==> config.mk <==
export PLATFORM = sky130hd
export DESIGN_NAME = tl_tx_vc_arbiter
export DESIGN_NICKNAME = d
export VERILOG_FILES = /design/src/rtl/tl_tx_vc_arbiter.sv
export SDC_FILE = /design/constraint.sdc
export NUM_CORES = 1
export LEC_CHECK = 0
export ABC_AREA = 1
export CORE_AREA = 2 2 593 595
export DETAILED_ROUTE_END_ITERATION = 10
export DIE_AREA = 0 0 595 597
export DONT_BUFFER_PORTS = 1
export PLACE_DENSITY = 0.3
export SYNTH_ARGS = -nofsm -noshare
export SYNTH_HDL_FRONTEND = slang
export SYNTH_SLANG_ARGS = --single-unit
==> constraint.sdc <==
create_clock -name i_clk -period 6.6 [get_ports i_clk]
set_clock_uncertainty 0.1 [all_clocks]
set_input_delay 1.65 -clock i_clk [delete_from_list [all_inputs] [get_ports i_clk]]
set_output_delay 1.65 -clock i_clk [all_outputs]
set_load 0.02 [all_outputs]
==> src/rtl/tl_tx_vc_arbiter.sv <==
// Transmit VC arbiter: picks a TLP from the P/NP/CPL buffer heads under ordering
// and credit rules, serialises it as one header beat plus data beats.
module tl_tx_vc_arbiter #(
  parameter int DW                = 32,
  parameter int HDR_CREDIT_WIDTH  = 8,
  parameter int DATA_CREDIT_WIDTH = 12
) (
  input  logic                         i_clk,
  input  logic                         i_rst,
  input  logic                         i_p_valid,
  input  logic                         i_np_valid,
  input  logic                         i_cpl_valid,
  input  logic                         i_p_has_data,
  input  logic                         i_np_has_data,
  input  logic                         i_cpl_has_data,
  input  logic [9:0]                   i_p_length,
  input  logic [9:0]                   i_np_length,
  input  logic [9:0]                   i_cpl_length,
  input  logic [4*DW-1:0]              i_p_hdr,
  input  logic [4*DW-1:0]              i_np_hdr,
  input  logic [4*DW-1:0]              i_cpl_hdr,
  input  logic [8*DW-1:0]              i_p_data,
  input  logic [8*DW-1:0]              i_np_data,
  input  logic [8*DW-1:0]              i_cpl_data,
  output logic                         o_p_rd_hdr,
  output logic                         o_np_rd_hdr,
  output logic                         o_cpl_rd_hdr,
  output logic                         o_p_rd_data,
  output logic                         o_np_rd_data,
  output logic                         o_cpl_rd_data,
  input  logic [HDR_CREDIT_WIDTH-1:0]  i_p_hdr_credits,
  input  logic [HDR_CREDIT_WIDTH-1:0]  i_np_hdr_credits,
  input  logic [HDR_CREDIT_WIDTH-1:0]  i_cpl_hdr_credits,
  input  logic [DATA_CREDIT_WIDTH-1:0] i_p_data_credits,
  input  logic [DATA_CREDIT_WIDTH-1:0] i_np_data_credits,
  input  logic [DATA_CREDIT_WIDTH-1:0] i_cpl_data_credits,
  output logic [2:0]                   o_fc_consume,
  output logic [DATA_CREDIT_WIDTH-1:0] o_fc_data_consumed,
  output logic                         o_tx_valid,
  input  logic                         i_tx_ready,
  output logic                         o_tx_sop,
  output logic                         o_tx_eop,
  output logic [1:0]                   o_tx_type,
  output logic [8*DW-1:0]              o_tx_beat
);

  localparam int CMP_W = (DATA_CREDIT_WIDTH > 9) ? DATA_CREDIT_WIDTH : 9;

  typedef enum logic [1:0] {ST_IDLE = 2'd0, ST_HDR = 2'd1, ST_DATA = 2'd2} state_t;

  // Length field 0 encodes 1024 DW; one data credit covers 4 DW.
  function automatic logic [8:0] credits_needed(input logic has_data, input logic [9:0] len);
    logic [10:0] l;
    l = (len == 10'd0) ? 11'd1024 : {1'b0, len};
    credits_needed = has_data ? 9'((l + 11'd3) >> 2) : 9'd0;
  endfunction

  function automatic logic [7:0] beats_needed(input logic [9:0] len);
    logic [10:0] l;
    l = (len == 10'd0) ? 11'd1024 : {1'b0, len};
    beats_needed = 8'((l + 11'd7) >> 3);
  endfunction

  function automatic logic is_eligible(input logic valid,
                                       input logic [HDR_CREDIT_WIDTH-1:0] hdr_cr,
                                       input logic [DATA_CREDIT_WIDTH-1:0] data_cr,
                                       input logic [8:0] need);
    is_eligible = valid && (hdr_cr != {HDR_CREDIT_WIDTH{1'b0}}) &&
                  (CMP_W'(data_cr) >= CMP_W'(need));
  endfunction

  state_t                 state_r;
  logic [1:0]             cls_r;
  logic                   has_data_r;
  logic [4*DW-1:0]        hdr_r;
  logic [7:0]             cnt_r;
  logic                   rr_np_r;

  logic [8:0]             p_need_s, np_need_s, cpl_need_s;
  logic                   p_elig_s, np_elig_s, cpl_elig_s;
  logic                   grant_s;
  logic [1:0]             gcls_s;
  logic                   sel_has_data_s;
  logic [9:0]             sel_len_s;
  logic [4*DW-1:0]        sel_hdr_s;
  logic [8:0]             sel_need_s;
  logic [2:0]             sel_onehot_s;
  logic [8*DW-1:0]        cur_data_s;
  logic                   hdr_pop_s, data_pop_s;

  assign p_need_s   = credits_needed(i_p_has_data, i_p_length);
  assign np_need_s  = credits_needed(i_np_has_data, i_np_length);
  assign cpl_need_s = credits_needed(i_cpl_has_data, i_cpl_length);
  assign p_elig_s   = is_eligible(i_p_valid, i_p_hdr_credits, i_p_data_credits, p_need_s);
  assign np_elig_s  = is_eligible(i_np_valid, i_np_hdr_credits, i_np_data_credits, np_need_s);
  assign cpl_elig_s = is_eligible(i_cpl_valid, i_cpl_hdr_credits, i_cpl_data_credits, cpl_need_s);

  // Arbitration: a valid P head blocks NP/CPL even when it lacks credits.
  always_comb begin
    grant_s = 1'b0;
    gcls_s  = 2'd0;
    if (i_p_valid) begin
      grant_s = p_elig_s;
      gcls_s  = 2'd0;
    end else if (np_elig_s && cpl_elig_s) begin
      grant_s = 1'b1;
      gcls_s  = rr_np_r ? 2'd1 : 2'd2;
    end else if (np_elig_s) begin
      grant_s = 1'b1;
      gcls_s  = 2'd1;
    end else if (cpl_elig_s) begin
      grant_s = 1'b1;
      gcls_s  = 2'd2;
    end else begin
      grant_s = 1'b0;
      gcls_s  = 2'd0;
    end
  end

  // Fields of the class being granted this cycle.
  always_comb begin
    sel_has_data_s = 1'b0;
    sel_len_s      = 10'd0;
    sel_hdr_s      = {(4*DW){1'b0}};
    sel_need_s     = 9'd0;
    sel_onehot_s   = 3'b000;
    case (gcls_s)
      2'd0: begin
        sel_has_data_s = i_p_has_data;
        sel_len_s      = i_p_length;
        sel_hdr_s      = i_p_hdr;
        sel_need_s     = p_need_s;
        sel_onehot_s   = 3'b100;
      end
      2'd1: begin
        sel_has_data_s = i_np_has_data;
        sel_len_s      = i_np_length;
        sel_hdr_s      = i_np_hdr;
        sel_need_s     = np_need_s;
        sel_onehot_s   = 3'b010;
      end
      2'd2: begin
        sel_has_data_s = i_cpl_has_data;
        sel_len_s      = i_cpl_length;
        sel_hdr_s      = i_cpl_hdr;
        sel_need_s     = cpl_need_s;
        sel_onehot_s   = 3'b001;
      end
      default: begin
        sel_has_data_s = 1'b0;
        sel_len_s      = 10'd0;
        sel_hdr_s      = {(4*DW){1'b0}};
        sel_need_s     = 9'd0;
        sel_onehot_s   = 3'b000;
      end
    endcase
  end

  // Data beats stream straight from the latched class's buffer head.
  always_comb begin
    cur_data_s = {(8*DW){1'b0}};
    case (cls_r)
      2'd0:    cur_data_s = i_p_data;
      2'd1:    cur_data_s = i_np_data;
      2'd2:    cur_data_s = i_cpl_data;
      default: cur_data_s = {(8*DW){1'b0}};
    endcase
  end

  // Beat payload: header beat is zero-padded, data beats pass through.
  always_comb begin
    o_tx_beat = {(8*DW){1'b0}};
    if (state_r == ST_HDR) begin
      o_tx_beat = {{(4*DW){1'b0}}, hdr_r};
    end else if (state_r == ST_DATA) begin
      o_tx_beat = cur_data_s;
    end else begin
      o_tx_beat = {(8*DW){1'b0}};
    end
  end

  // Pops fire on the accepting edge so the next head beat is ready in time.
  assign hdr_pop_s     = (state_r == ST_HDR)  && o_tx_valid && i_tx_ready;
  assign data_pop_s    = (state_r == ST_DATA) && o_tx_valid && i_tx_ready;
  assign o_p_rd_hdr    = hdr_pop_s  && (cls_r == 2'd0);
  assign o_np_rd_hdr   = hdr_pop_s  && (cls_r == 2'd1);
  assign o_cpl_rd_hdr  = hdr_pop_s  && (cls_r == 2'd2);
  assign o_p_rd_data   = data_pop_s && (cls_r == 2'd0);
  assign o_np_rd_data  = data_pop_s && (cls_r == 2'd1);
  assign o_cpl_rd_data = data_pop_s && (cls_r == 2'd2);

  // Main FSM with registered beat-control and credit-consume outputs.
  always_ff @(posedge i_clk or posedge i_rst) begin
    if (i_rst) begin
      state_r            <= ST_IDLE;
      cls_r              <= 2'd0;
      has_data_r         <= 1'b0;
      hdr_r              <= {(4*DW){1'b0}};
      cnt_r              <= 8'd0;
      rr_np_r            <= 1'b1;
      o_fc_consume       <= 3'b000;
      o_fc_data_consumed <= {DATA_CREDIT_WIDTH{1'b0}};
      o_tx_valid         <= 1'b0;
      o_tx_sop           <= 1'b0;
      o_tx_eop           <= 1'b0;
      o_tx_type          <= 2'd0;
    end else begin
      o_fc_consume       <= 3'b000;
      o_fc_data_consumed <= {DATA_CREDIT_WIDTH{1'b0}};
      case (state_r)
        ST_IDLE: begin
          if (grant_s) begin
            cls_r              <= gcls_s;
            has_data_r         <= sel_has_data_s;
            hdr_r              <= sel_hdr_s;
            cnt_r              <= beats_needed(sel_len_s);
            o_fc_consume       <= sel_onehot_s;
            o_fc_data_consumed <= DATA_CREDIT_WIDTH'(sel_need_s);
            o_tx_valid         <= 1'b1;
            o_tx_sop           <= 1'b1;
            o_tx_eop           <= !sel_has_data_s;
            o_tx_type          <= gcls_s;
            state_r            <= ST_HDR;
            if (gcls_s != 2'd0) begin
              rr_np_r <= (gcls_s == 2'd2);
            end
          end
        end
        ST_HDR: begin
          if (i_tx_ready) begin
            o_tx_sop <= 1'b0;
            if (has_data_r) begin
              o_tx_eop <= (cnt_r == 8'd1);
              state_r  <= ST_DATA;
            end else begin
              o_tx_valid <= 1'b0;
              o_tx_eop   <= 1'b0;
              o_tx_type  <= 2'd0;
              state_r    <= ST_IDLE;
            end
          end
        end
        ST_DATA: begin
          if (i_tx_ready) begin
            cnt_r <= cnt_r - 8'd1;
            if (cnt_r == 8'd1) begin
              o_tx_valid <= 1'b0;
              o_tx_eop   <= 1'b0;
              o_tx_type  <= 2'd0;
              state_r    <= ST_IDLE;
            end else begin
              o_tx_eop <= (cnt_r == 8'd2);
            end
          end
        end
        default: begin
          o_tx_valid <= 1'b0;
          o_tx_sop   <= 1'b0;
          o_tx_eop   <= 1'b0;
          o_tx_type  <= 2'd0;
          state_r    <= ST_IDLE;
        end
      endcase
    end
  end

endmodule

==> results of run 1 <==
final timing paths:
kind                                        start                         to  cells after the start
setup / recovery                   i_np_length[0]     hdr_r[112]$_DFFE_PP0P_                     26
hold / removal             hdr_r[114]$_DFFE_PP0P_     hdr_r[114]$_DFFE_PP0P_                      2
setup reg to reg           state_r[1]$_DFFE_PP0P_     state_r[1]$_DFFE_PP0P_                      9
hold reg to reg            hdr_r[114]$_DFFE_PP0P_     hdr_r[114]$_DFFE_PP0P_                      2
max in group asynchronous                   i_rst     hdr_r[108]$_DFFE_PP0P_                      2
min in group asynchronous                   i_rst  o_fc_consume[2]$_DFF_PP0_                      1
worst max-delay path, cell delays in order:
cell	delay, ps
nor2_1	40
nor2_1	170
inv_1	90
nor2_1	120
inv_1	80
nor2_2	140
nand2_1	110
nor2_2	160
nand2_1	100
nor2_1	150
nand2_1	90
a21oi_1	210
inv_1	80
ha_1	280
inv_1	40
nor2_2	120
nand3_2	90
nor2_1	110
nand2_1	90
nand2_4	120
nand2_4	70
nor2_8	260
nand2_4	170
inv_4	450
nand2_1	530
a41oi_1	350
layout by cell type, fill, tap and decap left out, types with 4 or more instances in the layout:
cell type / instances
clkbuf_8: 4
diode_2: 167
inv_1: 269
buf_4: 86
or2_2: 5
o21ai_2: 30
nand2_2: 6
a211oi_1: 19
nand2_4: 6
nand3_1: 220
a22o_1: 145
dfrtp_1: 158
o22ai_1: 34
nor4_1: 9
nor2_2: 7
nand3_2: 8
nor2_4: 9
nand4_1: 5
buf_12: 14
o221ai_1: 6
nand2_1: 948
o22ai_2: 11
o21ai_0: 37
a41oi_1: 50
clkbuf_16: 21
o211ai_1: 26
nor2_1: 123
ha_1: 30
a21oi_1: 178
nor3_1: 14
a22oi_1: 62
o21ai_1: 45
cell families (layout without fill, tap and decap cells):
kind of cell | count (synthesis) | in the layout | synth area share, %
adder cells (fa/ha/maj) | 30 | 30 | 2.300
other | 1 | 170 | 0.02298
flip-flops | 159 | 159 | 24.39
XOR/XNOR | 1 | 1 | 0.05369
AND/OR/NAND/NOR | 1371 | 1371 | 35.04
AO/OA/AOI/OAI | 654 | 654 | 26.87
buffers and inverters | 474 | 409 | 11.32
metrics by stage:
step / power, uW / cells / util, %
6_report: 12210 / 7393 / 6.765
3_5_place_dp: 11120 / 7194 / 6.445
5_1_grt: 13020 / 7323 / 6.715
4_1_cts: 12680 / 7226 / 6.645
2_1_floorplan: 6028 / 2692 / -
3_3_place_gp: 11010 / 7194 / 6.445
where the power goes:
part	internal (uW)	switching (uW)	leakage, uW
Sequential	1440	372	0.00188
Clock	748	690	0.000337
Combinational	1830	7120	0.00656
Total	4030	8180	0.00878
metal layers:
layer	GRT usage (%)	vias to the layer above	wire, um
met2	26.46	1961	137500
li1	-	9114	-
met5	0.5950	-	1748
met4	8.861	196	18730
met3	11.38	788	45210
met1	15.31	10880	99330
state kept, by name (all words and copies together), names as in the netlist, 2 cells and up:
register	cells
hdr_r	128
o_fc_data_consumed	9
state_r	2
o_tx_type	2
o_fc_consume	3
cnt_r	8
cls_r	2
final cells by class:
class,instances,area (um2),share of cell area (%)
inverters,277,1062,4.504
clock buffers,26,584.3,2.478
multi-input cells,2059,10750,45.56
repair buffers,100,925.9,3.926
flip-flops and latches,159,3980,16.88
clock inverters,6,113.9,0.4828
diodes,167,417.9,1.772
well taps,4599,5754,24.40
==> out/results.ini, run 1 <==
[run_status]
status = complete, no violations

[logic_synthesis]
syn_avg_cell_area_um2 = 6.066
synthFlopType = dfrtp_1
synth-async-reset-ratio_pct = 100.0
ys_warn_count = 0
yosys.cell_types.count = 48
synthTopCellsByCount = 949 x nand2_1, 271 x inv_1, 220 x nand3_1
yosys-top-cells-area = dfrtp_1 24%, nand2_1 22%, a22o_1 7.8%
synth_area_leader_cell = dfrtp_1
yosysMostFrequentCell = nand2_1
synth_edf_count = 0
yosysSeqAreaShare_pct = 24.39
netlist_instances = 2690
synth_top_area_share_pct = 24.23
syn_area_mm2 = 0.01632
synth_seq_cells = 159

[worst_setup_path]
reg2reg_slack_ps = 3410
critPathMaxFanout = 32
required_ps = 7020
arrival_ps = 5900
end_kind = flop
critPathLaunchType = primary input
path_class = in -> reg

[global_routing]
grt_util_all_layers_pct = 16.34
overflow = 0
grt_max_degree = 110
grt_first_pass_wirelength_um = 349300
antenna_found_initial = 368
grt_pass1_vias = 21648

[final_layout]
fillerInstances = 41482
nNetsFinal = 3899
area.growth.synth_to_final_pct = 44.54
layout-drive-gt1-share_pct = 8.717
fin_area_mm2 = 0.02358

[floorplan]
pin_count = 1533
core_mm2 = 0.3486
die_h_um = 597
die_width_um = 595
dieArea_mm2 = 0.3552
start_util_pct = 4.680
rows = 217

[sta]
slew_violations = 0
max_clock_freq_ghz = 0.1824
rsz0062_at_grt = no
hold_viol = 0
fin_crit_ps = 5482
setup_slack_ps = 1118
finalSetupViolCount = 0
holdWs_ps = 405.5
fin_crit_sh_pct = 83.06
relSlewSlack_pct = 2.105
setup_tns_ps = 0
tightestPinTransition_ps = 1459

[clock_tree]
cts_tree = built
cts-root-buf = clkbuf_16
cts_buffers = 21
cts_num_sinks = 159
post_cts_buffers = 0
clk_pin_slew_ps = 100
clk_latency_ps = 570
ctsResizeCount = 0
hold_buffers = 0
cts_max_level = 4
max-clock-path-buffers = 3

[pwr]
ir_drop_mv = 0.2555
powerDensity_mw_per_mm2 = 517.7
p_leak_uw = 0.008779

[placed_design]
place_ws_ps = 507.1
post_dp_cell_area_mm2 = 0.02247
detailed_place_hpwl_um = 272500
io_buffer_count = 0
place.gp.congestion = 1.061

[route]
route.detailed.drc = 0
wl_per_cell_um = 40.92
drt_wl_total_um = 302500
vias = 22939
via_per_inst = 3.103
antenna_left = 0
dr.pass1.iters = 10
first_iter_violations = 2248

[worst_hold_path]
hold_path.class = reg -> reg

[flow_run]
drv_cap = 0

Power figures use the tool's default switching activity.
==> run 2: changes to the inputs <==
==> constraint.sdc (replaced) <==
create_clock -name i_clk -period 5.74 [get_ports i_clk]
set_clock_uncertainty 0.1 [all_clocks]
set_input_delay 1.435 -clock i_clk [delete_from_list [all_inputs] [get_ports i_clk]]
set_output_delay 1.435 -clock i_clk [all_outputs]
set_load 0.02 [all_outputs]
==> out/results.ini, run 2 (same netlist as run 1, synthesis figures left out) <==
[global_routing]
grt_max_degree = 106  ; -3.6%
grt_pass1_vias = 22377  ; +3.4%
overflow = 0  ; unchanged
grt_util_all_layers_pct = 16.45  ; +0.10 points
antenna_found_initial = 302  ; -18%
grt_first_pass_wirelength_um = 354800  ; +1.6%

[sta]
fin_crit_ps = 5256
slew_violations = 0  ; unchanged
finalSetupViolCount = 0  ; unchanged
hold_viol = 0  ; unchanged
fin_crit_sh_pct = 91.57
relSlewSlack_pct = 15.31  ; +13 points
tightestPinTransition_ps = 1289  ; -169.4 ps
max_clock_freq_ghz = 0.1902
rsz0062_at_grt = no

[route]
drt_wl_total_um = 304300  ; +0.59%
route.detailed.drc = 0  ; unchanged
dr.pass1.iters = 5  ; -5
antenna_left = 0  ; unchanged
vias = 22677  ; -1.1%
via_per_inst = 3.024  ; -2.6%
wl_per_cell_um = 40.57  ; -0.85%
first_iter_violations = 2116  ; -5.9%

[pwr]
ir_drop_mv = 0.2243  ; -12%
clockPowerShare_pct = 10.9  ; -0.9 points
p_leak_uw = 0.009514  ; +8.4%
pwr-share-seq_pct = 13.9  ; -1.0 points
netSwitchingPower_uw = 9904  ; +21%
powerDensity_mw_per_mm2 = 602.0  ; +16%
p_sw_share_pct = 66.29  ; -0.74 points
combPwrFrac_pct = 75.2  ; +1.8 points
fin_total_pwr_uw = 14940  ; +22%
p_int_uw = 5036  ; +25%

[floorplan]
pin_count = 1533  ; unchanged
rows = 217  ; unchanged
die_h_um = 597  ; unchanged
core_mm2 = 0.3486  ; unchanged
start_util_pct = 4.680  ; unchanged
dieArea_mm2 = 0.3552  ; unchanged
die_width_um = 595  ; unchanged

[worst_setup_path]
required_ps = 6080  ; -940 ps
reg2reg_slack_ps = 2750  ; -660 ps
end_kind = flop
r2r_cells = 7  ; -2
path_class = in -> reg
critPathMaxFanout = 10  ; -69%
cp_common_cell = nor2_1
critPathLaunchType = primary input
critPathMaxStageDelay_ps = 280  ; -250 ps
arrival_ps = 5600  ; -300 ps
crit_slowest_cell = ha_1

[worst_hold_path]
holdPathStages = 2  ; unchanged
hold_path.class = reg -> reg

[final_layout]
final_cell_mix = 948 x nand2_1, 269 x inv_1, 220 x nand3_1
area.growth.synth_to_final_pct = 52.08
reg_top3 = hdr_r x128, o_fc_data_consumed x9, cnt_r x8
layout_commonest_cell = nand2_1
largest_register = hdr_r
nNetsFinal = 4039  ; +3.6%
fin_area_mm2 = 0.02482  ; +5.2%
layout-drive-gt1-share_pct = 13.40  ; +4.7 points
utilization_pct = 7.118  ; +0.35 points
fin_cells = 7500  ; +1.4%
largest_register_ffs = 128  ; unchanged

[clock_tree]
cts_buffers = 21  ; unchanged
cts_max_level = 4  ; unchanged
cts_num_sinks = 159  ; unchanged
cts-root-buf = clkbuf_16
clk_latency_ps = 580  ; about the same
clk_pin_slew_ps = 70  ; -30 ps
hold_buffers = 0  ; unchanged
max-clock-path-buffers = 3  ; unchanged
cts_tree = built

[flow_run]
drv_cap = 0  ; unchanged

[placed_design]
place.gp.congestion = 0.9974  ; -6.0%
io_buffer_count = 0  ; unchanged
detailed_place_hpwl_um = 275100  ; +0.97%
post_dp_cell_area_mm2 = 0.02381  ; +6.0%
place_inst = 7334  ; +1.9%

[run_status]
status = complete, no violations

==> run 2: path summary, 6_finish.rpt <==
path	from	endpoint
max reg2reg	state_r[1]$_DFFE_PP0P_	hdr_r[98]$_DFFE_PP0P_
min	hdr_r[7]$_DFFE_PP0P_	hdr_r[7]$_DFFE_PP0P_
max in group asynchronous	i_rst	hdr_r[117]$_DFFE_PP0P_
min reg2reg	hdr_r[7]$_DFFE_PP0P_	hdr_r[7]$_DFFE_PP0P_
max	i_np_length[0]	hdr_r[14]$_DFFE_PP0P_
min in group asynchronous	i_rst	o_fc_consume[1]$_DFF_PP0_
==> run 2: critical path, delay by kind of cell <==
family | cells | cell delay, ps
compound gates | 3 | 560
fa+ha+maj | 1 | 280
simple gates | 19 | 2450
buf+inv | 7 | 870
==> run 2: layout make-up <==
class | count | area [um2]
diodes | 133 | 332.8
clock buffers | 23 | 543.0
clock inverters | 10 | 123.9
fillers | 41525 | 323800
inverters | 277 | 1061
multi-input cells | 2059 | 10740
flip-flops and latches | 159 | 3980
well taps | 4599 | 5754
repair buffers | 240 | 2277
==> run 2: power by group through the flow <==
stage | sequential (uW) | clock [uW] | combinational [uW]
after floorplan | 1900 | 0 | 5030
after global placement | 2110 | 0 | 11600
after detailed placement | 2110 | 0 | 11600
after CTS | 2090 | 1770 | 11600
after global routing | 2140 | 1760 | 11900
final | 2070 | 1630 | 11200
==> run 2: per-layer routing <==
layer  global-route usage [%]  vias up  routed length (um)
met4                    6.956      162               14610
met5                        0        -                1095
li1                         -     9350                   -
met3                    9.944      569               41500
met1                    16.18    10935              103500
met2                    27.77     1661              143600
==> run 2: timing repair <==
| item | 4_1_cts | 5_1_grt |
|---|---|---|
| setup buffers | 0 | 0 |
| gates resized for setup | 0 | 3 |
| setup endpoints to repair | 0 | 94 |
==> run 2: stage by stage <==
step | setup TNS [ps] | hold WS [ps] | setup slack (ps)
5_1_grt | 0 | 438.2 | 10.83
2_1_floorplan | 0 | 365.6 | 1067
6_report | 0 | 405.2 | 483.7
3_5_place_dp | -26390 | 383.9 | -356.8
3_3_place_gp | -28080 | 377.8 | -380.4
4_1_cts | 0 | 405.0 | 342.0
==> run 3: changes to the inputs <==
--- a/config.mk
+++ b/config.mk
@@ -11,6 +11,7 @@
 export DIE_AREA = 0 0 595 597
 export DONT_BUFFER_PORTS = 1
 export PLACE_DENSITY = 0.3
+export RECOVER_POWER = 25
 export SYNTH_ARGS = -nofsm -noshare
 export SYNTH_HDL_FRONTEND = slang
 export SYNTH_SLANG_ARGS = --single-unit
==> out/results.ini, run 3 (same netlist as run 1, synthesis figures left out) <==
[global_routing]
grt_util_all_layers_pct = 16.45  ; unchanged
antenna_found_initial = 302  ; unchanged
grt_first_pass_wirelength_um = 354800  ; unchanged
grt_pass1_vias = 22377  ; unchanged
grt_max_degree = 106  ; unchanged
overflow = 0  ; unchanged

[sta]
relSlewSlack_pct = -143.1  ; -160 points
hold_viol = 0  ; unchanged
holdWs_ps = 404.9  ; -0.2100 ps
rsz0062_at_grt = no
tightestPinTransition_ps = 3646  ; +2357 ps
fin_crit_ps = 5363  ; +106.9 ps
finalSetupViolCount = 0  ; unchanged
slew_violations = 148  ; +148
setup_slack_ps = 376.8  ; -106.9 ps
setup_tns_ps = 0  ; unchanged
fin_crit_sh_pct = 93.44  ; +1.9 points
max_clock_freq_ghz = 0.1865  ; -2.0%

[floorplan]
die_h_um = 597  ; unchanged
dieArea_mm2 = 0.3552  ; unchanged
die_width_um = 595  ; unchanged
start_util_pct = 4.680  ; unchanged
core_mm2 = 0.3486  ; unchanged
pin_count = 1533  ; unchanged
rows = 217  ; unchanged

[clock_tree]
cts_buffers = 21  ; unchanged
cts_num_sinks = 159  ; unchanged
clk_latency_ps = 590  ; about the same
cts-root-buf = clkbuf_16
cts_tree = built
max-clock-path-buffers = 3  ; unchanged
ctsResizeCount = 0  ; unchanged
hold_buffers = 0  ; unchanged
post_cts_buffers = 0  ; unchanged
clk_pin_slew_ps = 90  ; +20 ps
cts_max_level = 4  ; unchanged

[run_status]
violations = max-capacitance violations, max-slew violations
status = finished, violations left

[placed_design]
io_buffer_count = 0  ; unchanged
place_ws_ps = -356.8  ; unchanged
detailed_place_hpwl_um = 275100  ; unchanged
place.gp.congestion = 0.9974  ; unchanged

[route]
antenna_left = 0  ; unchanged
first_iter_violations = 2114  ; -0.095%
wl_per_cell_um = 40.55  ; about the same
dr.pass1.iters = 5  ; unchanged
via_per_inst = 3.036  ; +0.40%
route.detailed.drc = 0  ; unchanged
drt_wl_total_um = 304300  ; about the same
vias = 22779  ; +0.45%

[worst_setup_path]
path_class = reg -> out
arrival_ps = 3830  ; -1770 ps
critPathLaunchType = flop
critPathMaxFanout = 39  ; +29
required_ps = 4200  ; -1880 ps
end_kind = output port

[worst_hold_path]
hold_path.class = reg -> reg

[flow_run]
drv_cap = 2  ; +2

[final_layout]
reg_top3 = hdr_r x128, o_fc_data_consumed x9, cnt_r x8
area.growth.synth_to_final_pct = 52.01  ; about the same
layout-drive-gt1-share_pct = 13.37  ; -0.036 points
largest_register = hdr_r
layout_commonest_cell = nand2_1
nNetsFinal = 4039  ; unchanged
final_cell_mix = 948 x nand2_1, 269 x inv_1, 220 x nand3_1
largest_register_ffs = 128  ; unchanged

[pwr]
p_leak_uw = 0.009505  ; about the same
fin_total_pwr_uw = 14950  ; about the same
powerDensity_mw_per_mm2 = 602.9  ; +0.13%
ir_drop_mv = 0.2255  ; +0.57%

run 3: power breakdown:
part	internal (uW)	switching [uW]	total (uW)
sequential	1660	419	2080
combinational	2590	8650	11200
clock	788	846	1630
run 3: metrics by stage:
| step | cell area, um2 | instances | util, % |
|---|---|---|---|
| after floorplan | 16330 | 2692 | - |
| after global placement | 23810 | 7334 | 6.829 |
| after detailed placement | 23810 | 7334 | 6.829 |
| after CTS | 24470 | 7367 | 7.020 |
| after global routing | 24610 | 7427 | 7.060 |
| final | 24800 | 7504 | 7.115 |
run 3: final cells by class:
cell class / count / area, um2
clock buffer: 23 / 543.0
inverter: 277 / 1059
fill: 41522 / 323800
antenna: 137 / 342.8
tap: 4599 / 5754
timing repair buffer: 240 / 2258
multi-input combinational: 2059 / 10740
clock inverter: 10 / 123.9
sequential: 159 / 3980
run 3: worst max-delay path, cell delays in order (launching register included):
cell     delay [ps]
dfrtp_1         480
inv_1           120
nor2_4          460
buf_12          270
buf_12          280
nand2_1          80
nand2_1         120
buf_4           240
a21oi_1          60
o21ai_1         710
buf_4           280
run 3: final timing paths:
kind                                        startpoint                         to  slack (ps)  depth (start not counted)
worst max-delay path              cls_r[0]$_DFFE_PP0P_             o_tx_beat[125]         380                         10
worst min-delay path              hdr_r[7]$_DFFE_PP0P_       hdr_r[7]$_DFFE_PP0P_         400                          2
worst max register to register  state_r[1]$_DFFE_PP0P_      hdr_r[98]$_DFFE_PP0P_        2730                          7
worst min register to register    hdr_r[7]$_DFFE_PP0P_       hdr_r[7]$_DFFE_PP0P_         400                          2
max in group asynchronous                        i_rst     hdr_r[117]$_DFFE_PP0P_         790                          2
min in group asynchronous                        i_rst  o_fc_consume[1]$_DFF_PP0_         720                          1
run 3: layer usage:
metal / wire length (um) / global-route usage, % / vias up / part of all wire, %
li1: - / - / 9366 / -
met2: 143400 / 27.77 / 1731 / 47
met1: 102600 / 16.18 / 10937 / 34
met5: 1060 / 0 / - / 0.35
met3: 42590 / 9.944 / 589 / 14
met4: 14760 / 6.956 / 156 / 4.8
